File: src/rtl/fta_split128to64.sv
// Sequences one 128-bit FTA request onto a 64-bit FTA slave as one or two beats
// and merges the returned acks into a single 128-bit response.
package fta_pkg;
   typedef enum logic [2:0] {BYT = 3'd0, WYDE = 3'd1, TETRA = 3'd2, OCTA = 3'd3, HEXI = 3'd4} fta_size_t;

   typedef struct packed {
      logic [1:0]   om;
      logic [4:0]   cmd;
      logic [3:0]   cid;
      logic [7:0]   tid;
      logic [1:0]   bte;
      logic [5:0]   blen;
      logic [2:0]   cti;
      logic [2:0]   seg;
      logic         cyc;
      logic         stb;
      logic         we;
      logic [15:0]  asid;
      logic [7:0]   pl;
      logic [3:0]   pri;
      logic [3:0]   cache;
      logic         csr;
      logic [31:0]  vadr;
      logic [31:0]  padr;
      fta_size_t    sz;
      logic [15:0]  sel;
      logic [127:0] data1;
   } fta_cmd_request128_t;

   typedef struct packed {
      logic [1:0]  om;
      logic [4:0]  cmd;
      logic [3:0]  cid;
      logic [7:0]  tid;
      logic [1:0]  bte;
      logic [5:0]  blen;
      logic [2:0]  cti;
      logic [2:0]  seg;
      logic        cyc;
      logic        stb;
      logic        we;
      logic [15:0] asid;
      logic [7:0]  pl;
      logic [3:0]  pri;
      logic [3:0]  cache;
      logic        csr;
      logic [31:0] vadr;
      logic [31:0] padr;
      fta_size_t   sz;
      logic [7:0]  sel;
      logic [63:0] data1;
   } fta_cmd_request64_t;

   typedef struct packed {
      logic [3:0]   cid;
      logic [7:0]   tid;
      logic [3:0]   pri;
      logic         stall;
      logic         next;
      logic         ack;
      logic         err;
      logic         rty;
      logic [31:0]  adr;
      logic [127:0] dat;
   } fta_cmd_response128_t;

   typedef struct packed {
      logic [3:0]  cid;
      logic [7:0]  tid;
      logic [3:0]  pri;
      logic        stall;
      logic        ack;
      logic        err;
      logic        rty;
      logic [31:0] adr;
      logic [63:0] dat;
   } fta_cmd_response64_t;
endpackage

module fta_split128to64
   import fta_pkg::*;
#(
   parameter int TMO = 1023
) (
   input  logic                 rst_i,
   input  logic                 clk_i,
   input  fta_cmd_request128_t  req128_i,
   output fta_cmd_response128_t resp128_o,
   output fta_cmd_request64_t   req64_o,
   input  fta_cmd_response64_t  resp64_i
);
   typedef enum logic [2:0] {IDLE, ISS_LO, ISS_HI, WAIT, RESP, ERR} state_t;

   localparam logic [9:0] TMO_LAST = 10'(TMO - 1);

   state_t              state, state_nx;
   fta_cmd_request128_t req;
   logic                split, hi_only;
   logic [1:0]          ack_cnt, ack_cnt_nx, ack_need;
   logic                err_acc, rty_acc;
   logic [9:0]          tmo_cnt;
   logic [63:0]         lo_dat, hi_dat;

   logic accept, issue, ack_in, all_acked, timeout;
   logic cls_split, cls_hi;
   logic unused_ok;

   assign cls_split = (req128_i.sz == HEXI) || ((|req128_i.sel[15:8]) && (|req128_i.sel[7:0]));
   assign cls_hi    = (|req128_i.sel[15:8]) && !cls_split;

   assign accept     = (state == IDLE) && req128_i.cyc;
   assign issue      = ((state == ISS_LO) || (state == ISS_HI)) && !resp64_i.stall;
   assign ack_need   = split ? 2'd2 : 2'd1;
   // Acks are matched to beats purely by arrival order; extras beyond the beat count are dropped.
   assign ack_in     = resp64_i.ack && (ack_cnt != ack_need) &&
                       ((state == ISS_LO) || (state == ISS_HI) || (state == WAIT));
   assign ack_cnt_nx = ack_cnt + {1'b0, ack_in};
   assign all_acked  = (ack_cnt_nx == ack_need);
   assign timeout    = (state == WAIT) && !ack_in && (tmo_cnt == TMO_LAST);

   assign unused_ok = ^{resp64_i.cid, resp64_i.tid, resp64_i.pri, resp64_i.adr, req.cyc, req.stb};

   always_comb begin
      state_nx = state;
      case (state)
         IDLE: begin
            if (accept) begin
               if (req128_i.sz == OCTA) state_nx = ERR;
               else if (cls_hi)         state_nx = ISS_HI;
               else                     state_nx = ISS_LO;
            end
         end
         ISS_LO: begin
            if (issue) begin
               if (split)          state_nx = ISS_HI;
               else if (all_acked) state_nx = RESP;
               else                state_nx = WAIT;
            end
         end
         ISS_HI: begin
            if (issue) state_nx = all_acked ? RESP : WAIT;
         end
         WAIT: begin
            if (all_acked || timeout) state_nx = RESP;
         end
         RESP:    state_nx = IDLE;
         ERR:     state_nx = IDLE;
         default: state_nx = IDLE;
      endcase
   end

   always_ff @(posedge clk_i or posedge rst_i) begin
      if (rst_i) begin
         state   <= IDLE;
         split   <= 1'b0;
         hi_only <= 1'b0;
         ack_cnt <= 2'd0;
         err_acc <= 1'b0;
         rty_acc <= 1'b0;
         tmo_cnt <= 10'd0;
      end else begin
         state <= state_nx;
         if (accept) begin
            split   <= cls_split;
            hi_only <= cls_hi;
            ack_cnt <= 2'd0;
            err_acc <= 1'b0;
            rty_acc <= 1'b0;
            tmo_cnt <= 10'd0;
         end else begin
            ack_cnt <= ack_cnt_nx;
            err_acc <= err_acc | (ack_in & resp64_i.err) | timeout;
            rty_acc <= rty_acc | (ack_in & resp64_i.rty);
            if (issue || ack_in)    tmo_cnt <= 10'd0;
            else if (state == WAIT) tmo_cnt <= tmo_cnt + 10'd1;
         end
      end
   end

   // Request and lane data need no reset: outputs are gated by state and lanes clear on accept.
   always_ff @(posedge clk_i) begin
      if (accept) begin
         req    <= req128_i;
         lo_dat <= 64'd0;
         hi_dat <= 64'd0;
      end else if (ack_in) begin
         if (hi_only || (ack_cnt == 2'd1)) hi_dat <= resp64_i.dat;
         else                              lo_dat <= resp64_i.dat;
      end
   end

   always_comb begin
      req64_o         = '0;
      resp128_o       = '0;
      resp128_o.stall = (state != IDLE);
      if ((state == ISS_LO) || (state == ISS_HI)) begin
         req64_o.om    = req.om;
         req64_o.cmd   = req.cmd;
         req64_o.cid   = req.cid;
         req64_o.tid   = req.tid;
         req64_o.bte   = req.bte;
         req64_o.blen  = req.blen;
         req64_o.cti   = req.cti;
         req64_o.seg   = req.seg;
         req64_o.cyc   = 1'b1;
         req64_o.stb   = 1'b1;
         req64_o.we    = req.we;
         req64_o.asid  = req.asid;
         req64_o.pl    = req.pl;
         req64_o.pri   = req.pri;
         req64_o.cache = req.cache;
         req64_o.csr   = req.csr;
         req64_o.vadr  = req.vadr;
         req64_o.sz    = split ? OCTA : req.sz;
         req64_o.padr  = {req.padr[31:4], (state == ISS_HI), 3'b000};
         req64_o.sel   = (state == ISS_HI) ? req.sel[15:8] : req.sel[7:0];
         req64_o.data1 = (state == ISS_HI) ? req.data1[127:64] : req.data1[63:0];
      end
      if ((state == RESP) || (state == ERR)) begin
         resp128_o.ack = 1'b1;
         resp128_o.cid = req.cid;
         resp128_o.tid = req.tid;
         resp128_o.pri = req.pri;
         resp128_o.adr = req.padr;
         resp128_o.err = (state == ERR) || err_acc;
         resp128_o.rty = (state == RESP) && rty_acc;
         if (state == RESP) begin
            if (split)        resp128_o.dat = {hi_dat, lo_dat};
            else if (hi_only) resp128_o.dat = {2{hi_dat}};
            else              resp128_o.dat = {2{lo_dat}};
         end
      end
   end
endmodule

File: config.mk
export PLATFORM = sky130hd
export DESIGN_NAME = fta_split128to64
export DESIGN_NICKNAME = d
export VERILOG_FILES = /design/src/rtl/fta_split128to64.sv
export SDC_FILE = /design/constraint.sdc
export NUM_CORES = 1
export LEC_CHECK = 0
export CAP_MARGIN = 20
export CORE_AREA = 10 10 299 301
export CTS_CLUSTER_DIAMETER = 50
export CTS_CLUSTER_SIZE = 25
export DETAILED_ROUTE_END_ITERATION = 16
export DIE_AREA = 0 0 309 311
export PLACE_DENSITY = 0.45
export RECOVER_POWER = 25
export REMOVE_ABC_BUFFERS = 1
export SLEW_MARGIN = 40
export SYNTH_ARGS = -nofsm -noshare
export SYNTH_HDL_FRONTEND = slang
export SYNTH_SLANG_ARGS = --single-unit
export TNS_END_PERCENT = 5
File: constraint.sdc
create_clock -name clk_i -period 13.8 [get_ports clk_i]
set_input_delay 2.76 -clock clk_i [delete_from_list [all_inputs] [get_ports clk_i]]
set_output_delay 2.76 -clock clk_i [all_outputs]
set_load 0.02 [all_outputs]
==> results of run 1 <==
-- report_power, final --
part | internal [mW] | switching (mW) | total, mW
Clock | 1.07 | 0.680 | 1.75
Combinational | 0.978 | 1.49 | 2.47
Sequential | 1.75 | 0.185 | 1.94
-- layout by cell type (no fill, tap or decap), types with 3 or more instances in the layout --
master           count
nor2b_4              3
inv_6                6
edfxtp_1           278
buf_6               13
nand2_1            521
dfrtp_1             19
and2_1             176
buf_4                3
nand4_1              4
o21ai_0              4
clkinv_1             4
and3_1               4
bufinv_16            5
clkbuf_1             6
xor2_1               6
dlygate4sd3_1      271
diode_2             25
o21a_1               4
clkdlybuf4s50_1    462
nand3_1              4
clkinv_2             5
clkinvlp_4           8
a21oi_1            262
a22o_1              72
clkinv_4             5
dfxtp_1            128
nor2_4               3
ha_1                 3
conb_1               4
inv_8                6
nor2_1              17
nand2b_1             4
clkbuf_16           70
clkbuf_8             5
xnor2_1              4
inv_1                9
nor3_1               5
-- synth_stat cells (2+ instances only) --
| library cell | instances | area share (%) |
|---|---|---|
| a211o_1 | 2 | 0.099 |
| a211oi_1 | 2 | 0.085 |
| a21oi_1 | 263 | 7.5 |
| a22o_1 | 72 | 3.6 |
| and2_1 | 177 | 6.3 |
| and3_1 | 4 | 0.14 |
| and3b_1 | 2 | 0.099 |
| buf_1 | 2 | 0.043 |
| buf_2 | 8 | 0.23 |
| buf_4 | 13 | 0.55 |
| buf_6 | 7 | 0.45 |
| clkbuf_1 | 95 | 2.0 |
| dfrtp_1 | 19 | 2.7 |
| dfxtp_1 | 128 | 15 |
| edfxtp_1 | 278 | 47 |
| ha_1 | 3 | 0.21 |
| inv_1 | 9 | 0.19 |
| mux2i_1 | 2 | 0.11 |
| nand2_1 | 524 | 11 |
| nand2b_1 | 4 | 0.14 |
| nand3_1 | 4 | 0.11 |
| nand4_1 | 4 | 0.14 |
| nor2_1 | 20 | 0.43 |
| nor2b_1 | 5 | 0.18 |
| nor3_1 | 5 | 0.14 |
| nor4_1 | 2 | 0.071 |
| o21a_1 | 4 | 0.17 |
| o21ai_0 | 4 | 0.11 |
| or4_1 | 2 | 0.085 |
| xnor2_1 | 4 | 0.20 |
| xor2_1 | 6 | 0.30 |
-- kinds of logic (layout without fill, tap and decap cells) --
logic type,count (synthesis),after routing,synth area share (%)
AND/OR/NAND/NOR,758,758,19.2
multiplexers,3,3,0.177
flip-flops,425,425,64.5
buffers and inverters,135,885,3.50
AO/OA/AOI/OAI,354,354,11.9
other,1,29,0.0212
adder cells (fa/ha/maj),3,3,0.213
XOR/XNOR,10,10,0.496
-- metal layers --
metal / vias to the layer above / share of wire [%] / track usage, %
li1: 7216 / - / -
met1: 7537 / 37 / 17.4
met2: 659 / 50 / 28.0
met3: 146 / 11 / 6.85
met4: 32 / 1.9 / 3.54
met5: - / 0.25 / 0
-- metrics by stage --
stage                     setup WS [ns]  utilization [%]  hold WS (ns)  cells  power (mW)
after floorplan                    6.06                -         0.450   1567        3.23
after global routing               6.76             34.2         0.493   3535        6.48
final                              7.10             34.2         0.468   3547        6.15
after CTS                          6.91             34.1         0.470   3522        6.28
after global placement             7.43             31.2         0.456   3397        4.44
after detailed placement           7.59             31.3         0.462   3398        4.50
-- layout make-up --
type / count / area (um2)
inverter: 10 / 50.0
multi-input combinational: 1132 / 5750
clock buffer: 80 / 1830
antenna: 25 / 62.6
clock inverter: 44 / 507
fill: 8334 / 54800
sequential: 425 / 11400
timing repair buffer: 751 / 7540
tap: 1080 / 1350
-- registers in the layout, summed over array words and instances, names as in the netlist, 2 cells and up --
register / flops
ack_cnt: 2
hi_dat: 64
lo_dat: 64
req: 278
state: 3
tmo_cnt: 10
-- final timing paths --
check	to
worst max-delay path	resp128_o[20]
worst min-delay path	hi_dat[3]
worst max register to register	req[190]
worst min register to register	hi_dat[3]
max in group asynchronous	ack_cnt[1]
min in group asynchronous	state[2]
-- critical path, stage by stage, from the launching register on --
cell and delay, ns:
dfrtp_1 0.65, nor2b_4 0.23, buf_4 0.44, nand2_4 0.39, buf_6 0.39, a21oi_1 0.41, clkdlybuf4s50_1 0.69
==> results.ini, run 1 <==
[run_status]
outcome=completed

[cts]
clk_pin_slew_worst_paths_ns=0.05
root_buffer=clkbuf_16
clkLatencyLatePin_ns=0.59
htreeDepth=3
cts_resized=0
cts_setup_buffers=0
clk_path_buf_depth=3
cts_tree=built
numCtsBuffers=68
cts_hold_buf=0
clock_sinks=425

[timing]
worstMarginPinSlew_ns=0.832
period_share_pct=48.5
period_needed_ns=6.70
tns_ns=0
final-setup-viol-count=0
drv_slew=0
slew_headroom_pct=44.5
hold_viol_final=0
grt_setup_unrepaired=no
finClkSkew_ns=0.0302
clock.fmax_ghz=0.149

[synthesis]
ys_seq_area_share_pct=64.5
synth_edf_count=278
synth-main-ff-cell=edfxtp_1
ys_ff_latch=425
async_flop_share_pct=4.47
synth_warnings=0
avgSynthCellArea_um2=10.5
syn_inst=1689
synth_area_um2=17700
yosysUniqueCellTypes=46

[setup_path]
reg2reg_from=state[2]
startpoint_type=flip-flop
worstPathArrival_ns=3.94
required_ns=11.04
critPathLaunch=state[2]
cp_max_fo=90
cp-end-kind=primary output
worstRegToRegCells=5
rrSetupSlack_ns=10.45
critPathKind=flip-flop to primary output

[drt]
wl_per_cell_um=22.8
totalWireLength_um=80900
routed_via_density=4.40
drt_iter0_drc=1039
drtPass1Iterations=5
postRouteAntennaNets=0
vias=15600
route.detailed.drc=0

[hold_path]
hold_depth=2
hold_start=hi_dat[3]
hp-class=flip-flop to flip-flop

[floorplan]
die-area_um2=96100
start_util_pct=21.2
design.portCount=787
die_x_um=309
dieHeight_um=311
rows=106
core_um2=83300

[power_and_ir_drop]
peakVddDrop_v=0.000101
p_per_area_nw_per_um2=216
p_leak_nw=9.77

[finish]
final_layout_size_suffix_gt1_share_pct=6.18
synthToLayoutAreaGrowth_pct=61.3
fin_nets=2789
final_area_um2=28500

[place]
port-buffer-count=733
dpl.hpwl_um=57600
gp_congestion=0.797
dpl_cell_area_um2=26100

[global_route]
grt_util_all_layers_pct=15.9
antenna_found_initial=56
overflow=0
grt_max_degree=128
grt_pass1_vias=15600
grt_pass1_wl_um=114000

[flow_run]
max-cap-violations=0

(Power assumes the default switching activity.)
==> inputs of run 2 (changes only) <==
--- a/config.mk
+++ b/config.mk
@@ -6,12 +6,12 @@
 export NUM_CORES = 1
 export LEC_CHECK = 0
 export CAP_MARGIN = 20
-export CORE_AREA = 10 10 299 301
+export CORE_AREA = 10 10 295 297
 export CTS_CLUSTER_DIAMETER = 50
 export CTS_CLUSTER_SIZE = 25
 export DETAILED_ROUTE_END_ITERATION = 16
-export DIE_AREA = 0 0 309 311
-export PLACE_DENSITY = 0.45
+export DIE_AREA = 0 0 305 307
+export PLACE_DENSITY = 0.46
 export RECOVER_POWER = 25
 export REMOVE_ABC_BUFFERS = 1
 export SLEW_MARGIN = 40
==> constraint.sdc (replaced) <==
create_clock -name clk_i -period 6.55 [get_ports clk_i]
set_input_delay 1.31 -clock clk_i [delete_from_list [all_inputs] [get_ports clk_i]]
set_output_delay 1.31 -clock clk_i [all_outputs]
set_load 0.02 [all_outputs]
==> run 2 against run 1 <==
Against the previous run: via count is 0.15% higher; sequential share of layout area hardly changed; worst setup slack worse by 5.2 ns; critical path depth stayed put.
==> results.ini, run 2 (synthesis results as in run 1) <==
[run_status]
outcome=completed

[setup_path]
cp-end-kind=primary output
required_ns=5.24
critical_path.cell_chain=inv_1 > nand2_4 > buf_4 > nand2_1 > a21oi_1 > clkdlybuf4s50_1
reg2reg_from=split
critPathLaunch=split
rrSetupSlack_ns=3.18
r2r_end=hi_dat[11]
worstRegToRegCells=6
cpPeakStageDelay_ns=0.66
cp_max_fo=35
startpoint_type=flip-flop
cpMaxStageDelayCell=clkdlybuf4s50_1
worstPathArrival_ns=3.38
critPathKind=flip-flop to primary output

[cts]
clock_sinks=425
cts_resized=0
root_buffer=clkbuf_16
cts_tree=built
clk_path_buf_depth=3
clkLatencyLatePin_ns=0.61
htreeDepth=3
cts_setup_buffers=0
numCtsBuffers=66
clk_pin_slew_worst_paths_ns=0.05
cts_hold_buf=0

[finish]
final_common_cell=nand2_1
regMostFlops=req
synthToLayoutAreaGrowth_pct=61.2
largest_reg_flops=278
final_area_um2=28500
fin_nets=2793
fin_util_pct=35.0
largestRegisters=req x278, hi_dat x64, lo_dat x64
final_layout_size_suffix_gt1_share_pct=6.34
fillCellCount=8115
fin_cells=3529
layout_common_cells=521 x nand2_1, 459 x clkdlybuf4s50_1, 278 x edfxtp_1

[global_route]
grt_max_degree=139
grt_pass1_wl_um=114000
grt_util_all_layers_pct=16.2
grt_pass1_vias=15500
antenna_found_initial=54
overflow=0

[floorplan]
rows=105
start_util_pct=21.7
design.portCount=787
core_um2=81300
die_x_um=305
dieHeight_um=307
die-area_um2=93600

[drt]
drt_iter0_drc=920
wl_per_cell_um=22.8
postRouteAntennaNets=0
vias=15600
drtPass1Iterations=5
routed_via_density=4.42
route.detailed.drc=0
totalWireLength_um=80400

[timing]
worstMarginPinSlew_ns=0.797
drv_slew=0
grt_setup_unrepaired=no
final-setup-viol-count=0
period_needed_ns=4.69
clock.fmax_ghz=0.213
period_share_pct=71.6
tns_ns=0
slew_headroom_pct=46.9
hold_viol_final=0
finClkSkew_ns=0.0288
setup_ws_ns=1.86

[power_and_ir_drop]
clockPowerShare_pct=27.6
comb_power_share_pct=40.8
p_sw_mw=4.97
p_sw_share_pct=38.5
pwr-share-seq_pct=31.6
peakVddDrop_v=0.000289
intPower_mw=7.92
p_per_area_nw_per_um2=453
p_leak_nw=9.79

[place]
port-buffer-count=733
pre_cts_ws_ns=2.27
dpl_cell_area_um2=26200
dpl.hpwl_um=58400
dp_cells=3394
gp_congestion=0.809

[hold_path]
hp-class=flip-flop to flip-flop
hold_start=hi_dat[31]
whs_endpoint=hi_dat[31]
hold_depth=2

[flow_run]
max-cap-violations=0

[run 2: cell types whose count changed in the layout (fill, tap and decap cells not counted), sizes merged]
cell	previous run	this run
buf	17	24
clkbuf	81	69
clkdlybuf4s50	462	459
clkinv	17	23
clkinvlp	8	6
diode	25	14
dlygate4sd3	271	274
inv	24	28
[run 2: per-layer routing]
layer | global-route usage, % | vias to the layer above | wire length (um)
met3 | 7.40 | 171 | 8550
met1 | 17.7 | 7527 | 29700
met2 | 28.3 | 672 | 40000
li1 | - | 7203 | -
met5 | 0 | - | 290
met4 | 3.95 | 40 | 1880
[run 2: through the flow]
| step | power (mW) | hold slack [ns] |
|---|---|---|
| 5_1_grt | 13.6 | 0.486 |
| 6_report | 12.9 | 0.470 |
| 2_1_floorplan | 6.80 | 0.450 |
| 3_3_place_gp | 9.39 | 0.456 |
| 4_1_cts | 13.2 | 0.469 |
| 3_5_place_dp | 9.53 | 0.460 |
[run 2: critical path, delay by kind of cell, from the launching register on]
family	cells	cell delay (ns)
buf+inv	3	1.38
compound gates	1	0.21
flops	1	0.58
simple gates	2	0.56
[run 2: worst max-delay path by stage]
stage | to | slack (ns)
floorplan | resp128_o[0] | 0.26
global placement | resp128_o[48] | 2.08
detailed placement | hi_dat[4] | 2.27
CTS | resp128_o[123] | 1.73
global route | resp128_o[123] | 1.62
finish | resp128_o[62] | 1.86
[run 2: layout make-up]
| cell class | count | area [um2] | area share, % |
|---|---|---|---|
| tap | 1070 | 1340 | 4.70 |
| inverter | 10 | 45.0 | 0.158 |
| sequential | 425 | 11400 | 40.0 |
| clock buffer | 69 | 1670 | 5.88 |
| timing repair buffer | 757 | 7670 | 26.9 |
| antenna | 14 | 35.0 | 0.123 |
| multi-input combinational | 1132 | 5760 | 20.2 |
| clock inverter | 52 | 558 | 1.96 |
[run 2: power groups by stage]
stage,logic (mW),registers [mW],clock network (mW)
2_1_floorplan,2.72,4.08,0
3_3_place_gp,5.31,4.08,0
3_5_place_dp,5.40,4.12,0
4_1_cts,5.42,4.07,3.68
5_1_grt,5.65,4.16,3.77
6_report,5.26,4.08,3.56
==> inputs of run 3 (changes only) <==
==> constraint.sdc (replaced) <==
create_clock -name clk_i -period 4.5 [get_ports clk_i]
set_input_delay 0.9 -clock clk_i [delete_from_list [all_inputs] [get_ports clk_i]]
set_output_delay 0.9 -clock clk_i [all_outputs]
set_load 0.02 [all_outputs]
==> run 3 against run 2 <==
Against the previous run: register-to-register slack lost 1.6 ns; utilization grew 0.41 points; sequential share of layout area shrank 0.46 points; die area is the same; sequential power grew 45%; worst setup slack lost 1.6 ns; largest cell class unchanged; largest power group unchanged; highest routed layer unchanged.
==> results.ini, run 3 (synthesis results as in run 1) <==
[setup_path]
reg2reg_from=split
r2r_end=state[1]
cp-end-kind=primary output
startpoint_type=flip-flop
critPathKind=flip-flop to primary output
worstRegToRegCells=9
rrSetupSlack_ns=1.62
required_ns=3.60
worstPathArrival_ns=3.31
cp_max_fo=26
critPathLaunch=split

[drt]
vias=15700
totalWireLength_um=80800
met3WireLength_um=8150
drt_iter0_drc=1180
drtPass1Iterations=8
dr.max_layer_used=met5
postRouteAntennaNets=0
wl_met2_um=40000
met1_length_um=30500
routed_via_density=4.41
wl_per_cell_um=22.7
route.detailed.drc=0

[global_route]
grt_util_all_layers_pct=16.2
overflow=0
antenna_found_initial=56
grt_pass1_wl_um=113000
grt_pass1_vias=15400
grt_max_degree=100

[power_and_ir_drop]
p_per_area_nw_per_um2=664
peakVddDrop_v=0.000311
p_leak_nw=9.94

[cts]
root_buffer=clkbuf_16
clk_pin_slew_worst_paths_ns=0.05
clock_sinks=425
numCtsBuffers=67
htreeDepth=3
cts_setup_buffers=0
cts_tree=built
cts_resized=0
clkLatencyLatePin_ns=0.63
clk_path_buf_depth=3
cts_hold_buf=0

[timing]
drv_slew=0
hold_viol_final=0
period_needed_ns=4.21
hold_slack_ns=0.470
slew_headroom_pct=44.4
setup_ws_ns=0.285
period_share_pct=93.7
grt_setup_unrepaired=no
clock.fmax_ghz=0.237
worstMarginPinSlew_ns=0.835
tns_ns=0
final-setup-viol-count=0
finClkSkew_ns=0.0395

[floorplan]
die_x_um=305
dieHeight_um=307
start_util_pct=21.7
design.portCount=787
die-area_um2=93600
rows=105
core_um2=81300

[flow_run]
max-cap-violations=0

[place]
gp_congestion=0.826
port-buffer-count=733
pre_cts_ws_ns=0.879
dpl.hpwl_um=59800
dpl_cell_area_um2=26300

[hold_path]
hold_start=lo_dat[11]
hold_depth=2
whs_endpoint=lo_dat[11]
hp-class=flip-flop to flip-flop

[finish]
fin_nets=2812
regMostFlops=req
largest_reg_flops=278
final_layout_size_suffix_gt1_share_pct=7.10
largestRegisters=req x278, hi_dat x64, lo_dat x64
final_common_cell=nand2_1
layout_common_cells=521 x nand2_1, 458 x clkdlybuf4s50_1, 278 x edfxtp_1
final_area_um2=28800
synthToLayoutAreaGrowth_pct=63.1

[run_status]
outcome=completed

==> run 3: cell types whose count changed in the layout (fill, tap and decap cells not counted), moves of 3 or more <==
cell       change
buf_12        +10
clkbuf_1       +3
clkinv_2       -3
clkinv_1       -4
buf_6          -3
diode_2       +13
inv_6          -3
buf_4         +15
clkbuf_16      +3
clkinv_16      +4
==> run 3: layer usage <==
metal	GRT usage (%)	vias to the layer above
met3	6.47	153
met1	18.3	7545
li1	-	7249
met4	5.04	28
met5	0	-
met2	27.8	742
==> run 3: worst max path at each step <==
stage,to,cells after the start
final,resp128_o[42],6
after global routing,resp128_o[18],6
after CTS,resp128_o[42],6
after detailed placement,resp128_o[42],6
after global placement,resp128_o[5],6
after floorplan,resp128_o[0],3
==> run 3: through the flow <==
stage / power [mW] / utilization (%) / cells
after global placement: 13.9 / 32.4 / 3411
after global routing: 20.1 / 35.4 / 3545
final: 19.1 / 35.4 / 3561
after floorplan: 9.90 / - / 1567
after detailed placement: 14.0 / 32.4 / 3411
after CTS: 19.5 / 35.3 / 3533
==> run 3: layout make-up <==
type                            count  area, um2
Timing Repair Buffer              775       7860
Tap cell                         1070       1340
Clock buffer                       75       1760
Multi-Input combinational cell   1132       5740
Fill cell                        8022      52500
Antenna cell                       27       67.6
Sequential cell                   425      11400
Clock inverter                     47        594
Inverter                           10       45.0
==> run 3: worst max-delay path, cell delays in order, from the launching register on <==
cell and delay, ns:
dfrtp_1 0.59, inv_1 0.23, nand2_2 0.58, buf_4 0.37, nand2_1 0.08, a21oi_1 0.22, clkdlybuf4s50_1 0.65
==> run 3: where the power goes <==
group          switching [mW]  internal, mW
clock                    2.18          3.18
combinational            4.61          3.22
sequential              0.570          5.36
